## src/rtl/hazard_scoreboard.sv

```systemverilog
// Purpose : per-register pending-latency scoreboard; stalls IF/ID on an unready source and flushes on taken branches.
// Latency : stall/flush outputs are combinational from registered counters; a counter update lands on the next edge.
// Backpr. : a stall holds PC and IF/ID and bubbles ID/EX; a flush (EX_BrTaken) always wins over a stall.
//
// Ports:
//   CLK, RST_N                      clock, asynchronous active-low reset
//   ID_Valid                        decode stage holds a real instruction
//   ID_RS1/ID_RS2 (+_Used)          decode-stage source addresses and read enables
//   ID_RD, ID_RD_Wr, ID_Lat         destination, write enable, extra cycles until forwardable
//   EX_BrTaken                      taken branch/jump resolved in EX
//   PCWrite, IF_ID_Write, select    all equal ~stall
//   IF_ID_Flush, ID_EX_Flush        both equal EX_BrTaken
//   Pending                         bit r set while register r has a non-zero counter
//   StallCnt, FlushCnt              event counters, only built when HAZ_STATS_EN is defined
//
// Optional feature macro: HAZ_STATS_EN (saturating stall/flush event counters).

module hazard_scoreboard #(
    parameter int NUM_REGS   = 32,
    parameter int REG_ADDR_W = 5,
    parameter int MAX_LAT    = 7,
    parameter int LAT_W      = 3
) (
    input  logic                  CLK,
    input  logic                  RST_N,
    input  logic                  ID_Valid,
    input  logic [REG_ADDR_W-1:0] ID_RS1,
    input  logic [REG_ADDR_W-1:0] ID_RS2,
    input  logic                  ID_RS1_Used,
    input  logic                  ID_RS2_Used,
    input  logic [REG_ADDR_W-1:0] ID_RD,
    input  logic                  ID_RD_Wr,
    input  logic [LAT_W-1:0]      ID_Lat,
    input  logic                  EX_BrTaken,
    output logic                  PCWrite,
    output logic                  IF_ID_Write,
    output logic                  select,
    output logic                  IF_ID_Flush,
    output logic                  ID_EX_Flush,
    output logic [NUM_REGS-1:0]   Pending,
    output logic [31:0]           StallCnt,
    output logic [31:0]           FlushCnt
);

    localparam logic [LAT_W-1:0] MAX_LAT_V = LAT_W'(MAX_LAT);

    logic [LAT_W-1:0] cnt     [NUM_REGS];
    logic [LAT_W-1:0] cnt_nxt [NUM_REGS];

    logic             rs1_haz;
    logic             rs2_haz;
    logic             hazard;
    logic             stall;
    logic             issue;
    logic [LAT_W-1:0] lat_eff;

    // Stall decision uses the pre-edge counter: a source at 1 still stalls this cycle.
    assign rs1_haz = ID_RS1_Used && (ID_RS1 != '0) && (cnt[ID_RS1] != '0);
    assign rs2_haz = ID_RS2_Used && (ID_RS2 != '0) && (cnt[ID_RS2] != '0);
    assign hazard  = ID_Valid && (rs1_haz || rs2_haz);
    assign stall   = hazard && !EX_BrTaken;

    assign PCWrite     = !stall;
    assign IF_ID_Write = !stall;
    assign select      = !stall;
    assign IF_ID_Flush = EX_BrTaken;
    assign ID_EX_Flush = EX_BrTaken;

    // Only an instruction that actually leaves decode may claim its destination.
    // Zero-latency producers are forwardable immediately and never need an entry.
    assign issue   = ID_Valid && !stall && !EX_BrTaken && ID_RD_Wr
                     && (ID_RD != '0) && (ID_Lat != '0);
    assign lat_eff = (ID_Lat > MAX_LAT_V) ? MAX_LAT_V : ID_Lat;

    always_comb begin
        for (int r = 0; r < NUM_REGS; r++) begin
            cnt_nxt[r] = (cnt[r] == '0) ? '0 : cnt[r] - LAT_W'(1);
            // WAW: keep whichever producer finishes later.
            if (issue && (ID_RD == REG_ADDR_W'(r)) && (lat_eff > cnt_nxt[r])) begin
                cnt_nxt[r] = lat_eff;
            end
        end
        cnt_nxt[0] = '0;
    end

    always_ff @(posedge CLK or negedge RST_N) begin
        if (!RST_N) begin
            for (int r = 0; r < NUM_REGS; r++) begin
                cnt[r] <= '0;
            end
        end else begin
            for (int r = 0; r < NUM_REGS; r++) begin
                cnt[r] <= cnt_nxt[r];
            end
        end
    end

    always_comb begin
        Pending = '0;
        for (int r = 1; r < NUM_REGS; r++) begin
            Pending[r] = (cnt[r] != '0);
        end
    end

`ifdef HAZ_STATS_EN
    logic [31:0] stall_cnt_q;
    logic [31:0] flush_cnt_q;

    // Both counters saturate rather than wrap so long runs stay meaningful.
    always_ff @(posedge CLK or negedge RST_N) begin
        if (!RST_N) begin
            stall_cnt_q <= '0;
            flush_cnt_q <= '0;
        end else begin
            if (stall && (stall_cnt_q != 32'hFFFF_FFFF)) begin
                stall_cnt_q <= stall_cnt_q + 32'd1;
            end
            if (EX_BrTaken && (flush_cnt_q != 32'hFFFF_FFFF)) begin
                flush_cnt_q <= flush_cnt_q + 32'd1;
            end
        end
    end

    assign StallCnt = stall_cnt_q;
    assign FlushCnt = flush_cnt_q;
`else
    assign StallCnt = 32'd0;
    assign FlushCnt = 32'd0;
`endif

endmodule

```

## config.mk

```make
export PLATFORM = sky130hd
export DESIGN_NAME = hazard_scoreboard
export DESIGN_NICKNAME = d
export VERILOG_FILES = /design/src/rtl/hazard_scoreboard.sv
export SDC_FILE = /design/constraint.sdc
export NUM_CORES = 1
export LEC_CHECK = 0
export CORE_MARGIN = 4
export CORE_UTILIZATION = 60
export CTS_BUF_LIST = sky130_fd_sc_hd__clkbuf_2
export CTS_CLUSTER_DIAMETER = 30
export CTS_CLUSTER_SIZE = 30
export DETAILED_ROUTE_END_ITERATION = 10
export PLACE_DENSITY_LB_ADDON = 0.1
export SYNTH_ARGS = -nofsm -noshare
export SYNTH_HDL_FRONTEND = slang
export SYNTH_SLANG_ARGS = --single-unit
```

## constraint.sdc

```tcl
create_clock -name CLK -period 5 [get_ports CLK]
set_input_delay 0.75 -clock CLK [delete_from_list [all_inputs] [get_ports CLK]]
set_output_delay 0.75 -clock CLK [all_outputs]
set_load 0.01 [all_outputs]
```

**After elaboration in Yosys (flattened, before gate mapping)**

Index checks and enable logic that the tools add are counted.

- Memories: 0
- Bits in writable memories: 0
- ROM bits: 0
- Latch bits: 0
- Bits in registers: 93

- Eq/ne operators: 31
- Muxes and demuxes: 69
- Shift operators: 0
- $lt $le $gt $ge: 34
- Bitwise logic cells: 2
- $mul: 0
- Divide/modulo/power cells: 0
- Reduce and logical (&&, ||, !) cells: 144
- $add $sub $neg: 31

Operator list:

| cell | number |
|---|---|
| 3-bit two-way mux | 67 |
| 3-bit nonzero test | 34 |
| 3-bit greater-than comparator | 31 |
| 3-bit zero test | 31 |
| 3-bit by 1-bit subtractor with 3-bit output (second input constant) | 31 |
| 5-bit equality test (second input constant) | 16 |
| 1-bit logical AND | 73 |
| 5-bit by 4-bit equality test with 1-bit output (second input constant) | 8 |
| 3-bit binary-select mux with 5-bit select | 2 |
| 5-bit by 3-bit equality test with 1-bit output (second input constant) | 4 |
| 5-bit nonzero test | 3 |
| 6-bit >= comparator (second input constant) | 2 |
| 5-bit NOT with 6-bit output | 2 |
| 5-bit by 2-bit equality test with 1-bit output (second input constant) | 2 |
| 5-bit by 1-bit equality test with 1-bit output (second input constant) | 1 |
| 3-bit greater-than comparator (second input constant) | 1 |
| 1-bit zero test | 2 |
| 1-bit logical OR | 1 |

**Longest topological paths before layout**

- Depth after elaboration: 18
- Depth in mapped cells: 12
- Gate-level depth less buffers: 11

**Worst setup path after synthesis**

No wires, ideal clock.

- Kind: input to output
- Start: input port ID_RS2[1]
- End: output port PCWrite
- Arrival time: 2.970 ns
- Path buffers: 3
- Cell stages on the path: 10
- Path slack: 1.280 ns
- Cell sequence: buf_2 > mux4_2 > mux2_2 > or3_1 > nor4_2 > a2bb2oi_2 > buf_2 > nand2_1 > nand3b_1 > buf_4

- Longest elaborated chain between the ends: 10
- Elaborated cells on any way between the ends: 12
- Those cells by class: mux: 3; bitwise: 1; reduce/logical: 8

RTL lines:

| element | line | source |
|---|---|---|
| from (decl) | 28 | `input logic [REG_ADDR_W-1:0] ID_RS2,` |
| 5-bit NOT with 6-bit output (implied by the code) | 59 | `assign rs2_haz = ID_RS2_Used && (ID_RS2 != '0) && (cnt[ID_RS2] != '0);` |
| 3-bit binary-select mux with 5-bit select | 59 |  |
| 3-bit two-way mux (implied by the code) (2 in a row) | 59 |  |
| 3-bit nonzero test | 59 |  |
| 1-bit logical AND (*) | 59 |  |
| 1-bit logical OR (*) | 60 | `assign hazard = ID_Valid && (rs1_haz \|\| rs2_haz);` |
| 1-bit logical AND (*) | 60 |  |
| 1-bit logical AND (*) | 61 | `assign stall = hazard && !EX_BrTaken;` |
| 1-bit zero test (*) | -- |  |
| to (decl) | 35 | `output logic PCWrite,` |

Every way passes the cells marked *; elsewhere a longest branch is shown, timed or not. The select of a mux whose other input is x is not followed.

**Final worst setup path**

- Start: input port ID_RS2[2]
- End: output port IF_ID_Write

- Longest elaborated chain between the ends: 10
- Elaborated cells on any way between the ends: 12
- Those cells by class: mux: 3; bitwise: 1; reduce/logical: 8

RTL lines:

| element | line | source |
|---|---|---|
| 5-bit NOT with 6-bit output (implied by the code) | 59 |  |
| 3-bit binary-select mux with 5-bit select | 59 |  |
| 3-bit two-way mux (implied by the code) (2 in a row) | 59 |  |
| 3-bit nonzero test | 59 |  |
| 1-bit logical AND (*) | 59 |  |
| 1-bit logical OR (*) | 60 |  |
| 1-bit logical AND (*) | 60 |  |
| 1-bit logical AND (*) | 61 |  |
| 1-bit zero test (*) | 64 | `assign IF_ID_Write = !stall;` |
| to (decl) | 36 | `output logic IF_ID_Write,` |

Marked as above.

==> results.yml <==
sta:
  tightest_slew_ps: 846.6
  slew_headroom: 0.4210
  hold_violations: 0
  max_freq_mhz: 224.7
  min_period_over_period: 0.8902
  fin_tns_setup_ps: 0
  fin_skew_ps: 50.92
  rsz0062_at_grt: "no"
  setup_viol_count_final: 0
  layout_min_cycle_time_ps: 4451
  slew_viol_final: 0
final_layout:
  nNetsFinal: 1238
  area_growth_pct: 7.751
  nFillCells: 1214
  largest_registers: "cnt: 93 flops"
  regArea_sq_um: 2327
  final_layout_size_suffix_gt1_frac: 0.09878
  top_register: "cnt"
  multi_input_area_sq_um: 5712
  largest_reg_flops: 93
drt:
  remaining_drc_errors: 0
  maxUsedRoutingLayer: "met4"
  firstDrtPassIters: 5
  avgRoutedWirePerCell_um: 17.32
  wl_met1_um: 10080
  met2_length_um: 9976
  wl_um: 21620
  antenna_left: 0
  met3WireLength_um: 1153
  vias_per_cell: 5.687
  via_count: 7097
  drtIter0Drc: 511
logic_synthesis:
  ys_seq_area_frac: 0.2588
  synth_top_area_cell: "dfrtp_1"
  synth_enable_flop_cells: 0
  synth_seq_cells: 93
  synth_area_per_cell_sq_um: 8.920
  syn-cell-area_sq_um: 8991
  yosys_warnings: 0
  synth_cells: 1008
  synthTopCellsByArea: "dfrtp_1 26%, ha_1 22%, mux2_2 7.8%"
  yosys.area.top_type_share: 0.2588
  ys_async_sr_fraction: 1.000
  synth_cell_type_count: 51
  synth_flop_cell: "dfrtp_1"
job:
  cap_violations: 0
clock_tree:
  clock_latency_ps: 640
  htreeDepth: 3
  cts.sinks: 93
  cts_buffers: 9
  cts_resized: 0
  root_buffer: "clkbuf_2"
  clk_path_buf_depth: 2
  post-cts-setup-buffers: 0
  cts_hold_buf: 0
  cts_tree: "built"
  clk_pin_slew_ps: 250
floorplanning:
  start_util: 0.6163
  io_pins: 126
  die_y_um: 130.4
  coreArea_sq_um: 14590
  die_x_um: 130.4
  design.die.area_sq_um: 17010
  rows: 44
critical_path:
  path_class: "in2out"
  critPathLaunchType: "input port"
  crit_required_ps: 4250
  cp.arrival_ps: 3700
  path_max_fanout: 12
  cp-end-kind: "primary output"
status:
  status: "completed"
pwr:
  internal-power_mw: 1.272
  clock_power_share: 0.255
  netSwitchingFraction: 0.3511
  pwr_density_cell_nw_per_um2: 202.4
  combinationalPowerShare: 0.320
  power.net_switching_mw: 0.6885
  finalPower_mw: 1.961
  total_leakage_power_nw: 5.236
  ir_drop_uv: 144.2
  seqPwrFrac: 0.425
global_route:
  grt_usage: 0.2638
  grt_overflow: 0
  antenna_found_initial: 1
  grt_pass1_wl_um: 35330
  grt_pass1_vias: 6810
  grt_max_degree: 63
placed_design:
  gp_congestion: 0.9035
  hpwl_um: 15660
  portBuffers: 60
min_path:
  hold_path_class: "in2async"
==> synth_stat cells (2+ instances only) <==
cell type	number
a21oi_1	51
nand2_1	10
nand3_1	40
buf_4	71
mux4_2	5
ha_1	155
nor3_1	30
o211ai_1	4
dfrtp_1	93
nor4_1	15
clkbuf_1	22
a211oi_1	12
a311oi_1	21
o21ai_0	19
nand4_1	15
nor2_1	73
o31ai_1	2
nor3b_1	3
a31oi_1	2
buf_2	5
nand3b_1	3
mux2i_1	32
buf_1	2
nor2b_1	19
a21o_1	15
nand2b_1	5
or3_1	6
mux2_2	62
and2_1	31
inv_1	145
o21a_1	16
a2111oi_0	5
==> power groups by stage <==
| stage | Combinational [mW] | Clock [mW] | Sequential, mW |
|---|---|---|---|
| final | 0.627 | 0.501 | 0.833 |
| after global routing | 0.709 | 0.542 | 0.841 |
| after CTS | 0.626 | 0.514 | 0.832 |
| after detailed placement | 0.622 | 0 | 0.846 |
| after global placement | 0.614 | 0 | 0.844 |
| after floorplan | 0.427 | 0 | 0.833 |
==> cell families (layout without fill, tap and decap cells) <==
family,after synthesis,after routing,share of synthesized area
AND/OR/NAND/NOR,256,256,0.1476
buffers and inverters,245,236,0.1326
AO/OA/AOI/OAI,158,158,0.1177
adder cells (fa/ha/maj),155,155,0.2157
multiplexers,100,100,0.1271
flip-flops,93,93,0.2588
other,1,66,0.0004171
==> metrics by stage <==
step                      setup slack [ps]    util  cell area, sq um  hold slack, ps  std cells
final                                549.1  0.6641              9688           136.6       1248
after global routing                 407.6  0.6641              9688           143.1       1248
after CTS                            577.5  0.6639              9686           95.19       1247
after detailed placement             580.9  0.6525              9519           633.3       1231
after global placement               642.6  0.6525              9519           624.8       1231
after floorplan                       1280       -              9231           454.4       1072
==> path summary, 6_finish.rpt <==
kind,start,slack [ps],depth (start not counted),endpoint
min in group CLK,cnt[74],690,2,cnt[73]
min reg2reg,cnt[74],690,2,cnt[73]
max reg2reg,cnt[35],1740,8,cnt[62]
max in group asynchronous,RST_N,3860,2,cnt[11]
min,RST_N,140,1,cnt[56]
max,ID_RS2[2],550,9,IF_ID_Write
==> layout make-up <==
class                      instances  share of cell area
tap                              184             0.02376
clock inverter                     7             0.01253
sequential                        93              0.2402
clock buffer                       9            0.004649
timing repair buffer              75             0.07284
antenna                            1           0.0002583
inverter                         145             0.05618
multi-input combinational        734              0.5896
==> cells in the final DEF, fill, tap and decap left out, types with 16 or more instances in the layout <==
| cell type | instances |
|---|---|
| ha_1 | 155 |
| inv_1 | 145 |
| dfrtp_1 | 93 |
| nor2_1 | 73 |
| conb_1 | 65 |
| mux2_2 | 62 |
| clkdlybuf4s50_1 | 58 |
| a21oi_1 | 51 |
| nand3_1 | 40 |
| mux2i_1 | 32 |
| and2_1 | 31 |
| nor3_1 | 30 |
| a311oi_1 | 21 |
| o21ai_0 | 19 |
| nor2b_1 | 19 |
| o21a_1 | 16 |
| buf_4 | 16 |
==> routing by layer <==
layer  vias to the layer above  GRT usage
met3                        27    0.03537
met4                         0    0.07925
met2                       224     0.4288
met5                         -          0
li1                       3463          -
met1                      3383     0.3695
==> critical path: stages <==
cell and delay (ps):
clkdlybuf4s50_1 730, mux4_2 360, mux2_2 280, or3_1 360, nor4_2 220, a2bb2oi_2 180, nand2_1 120, nand3b_1 140
clkdlybuf4s50_1 550
(Power assumes the default switching activity.)
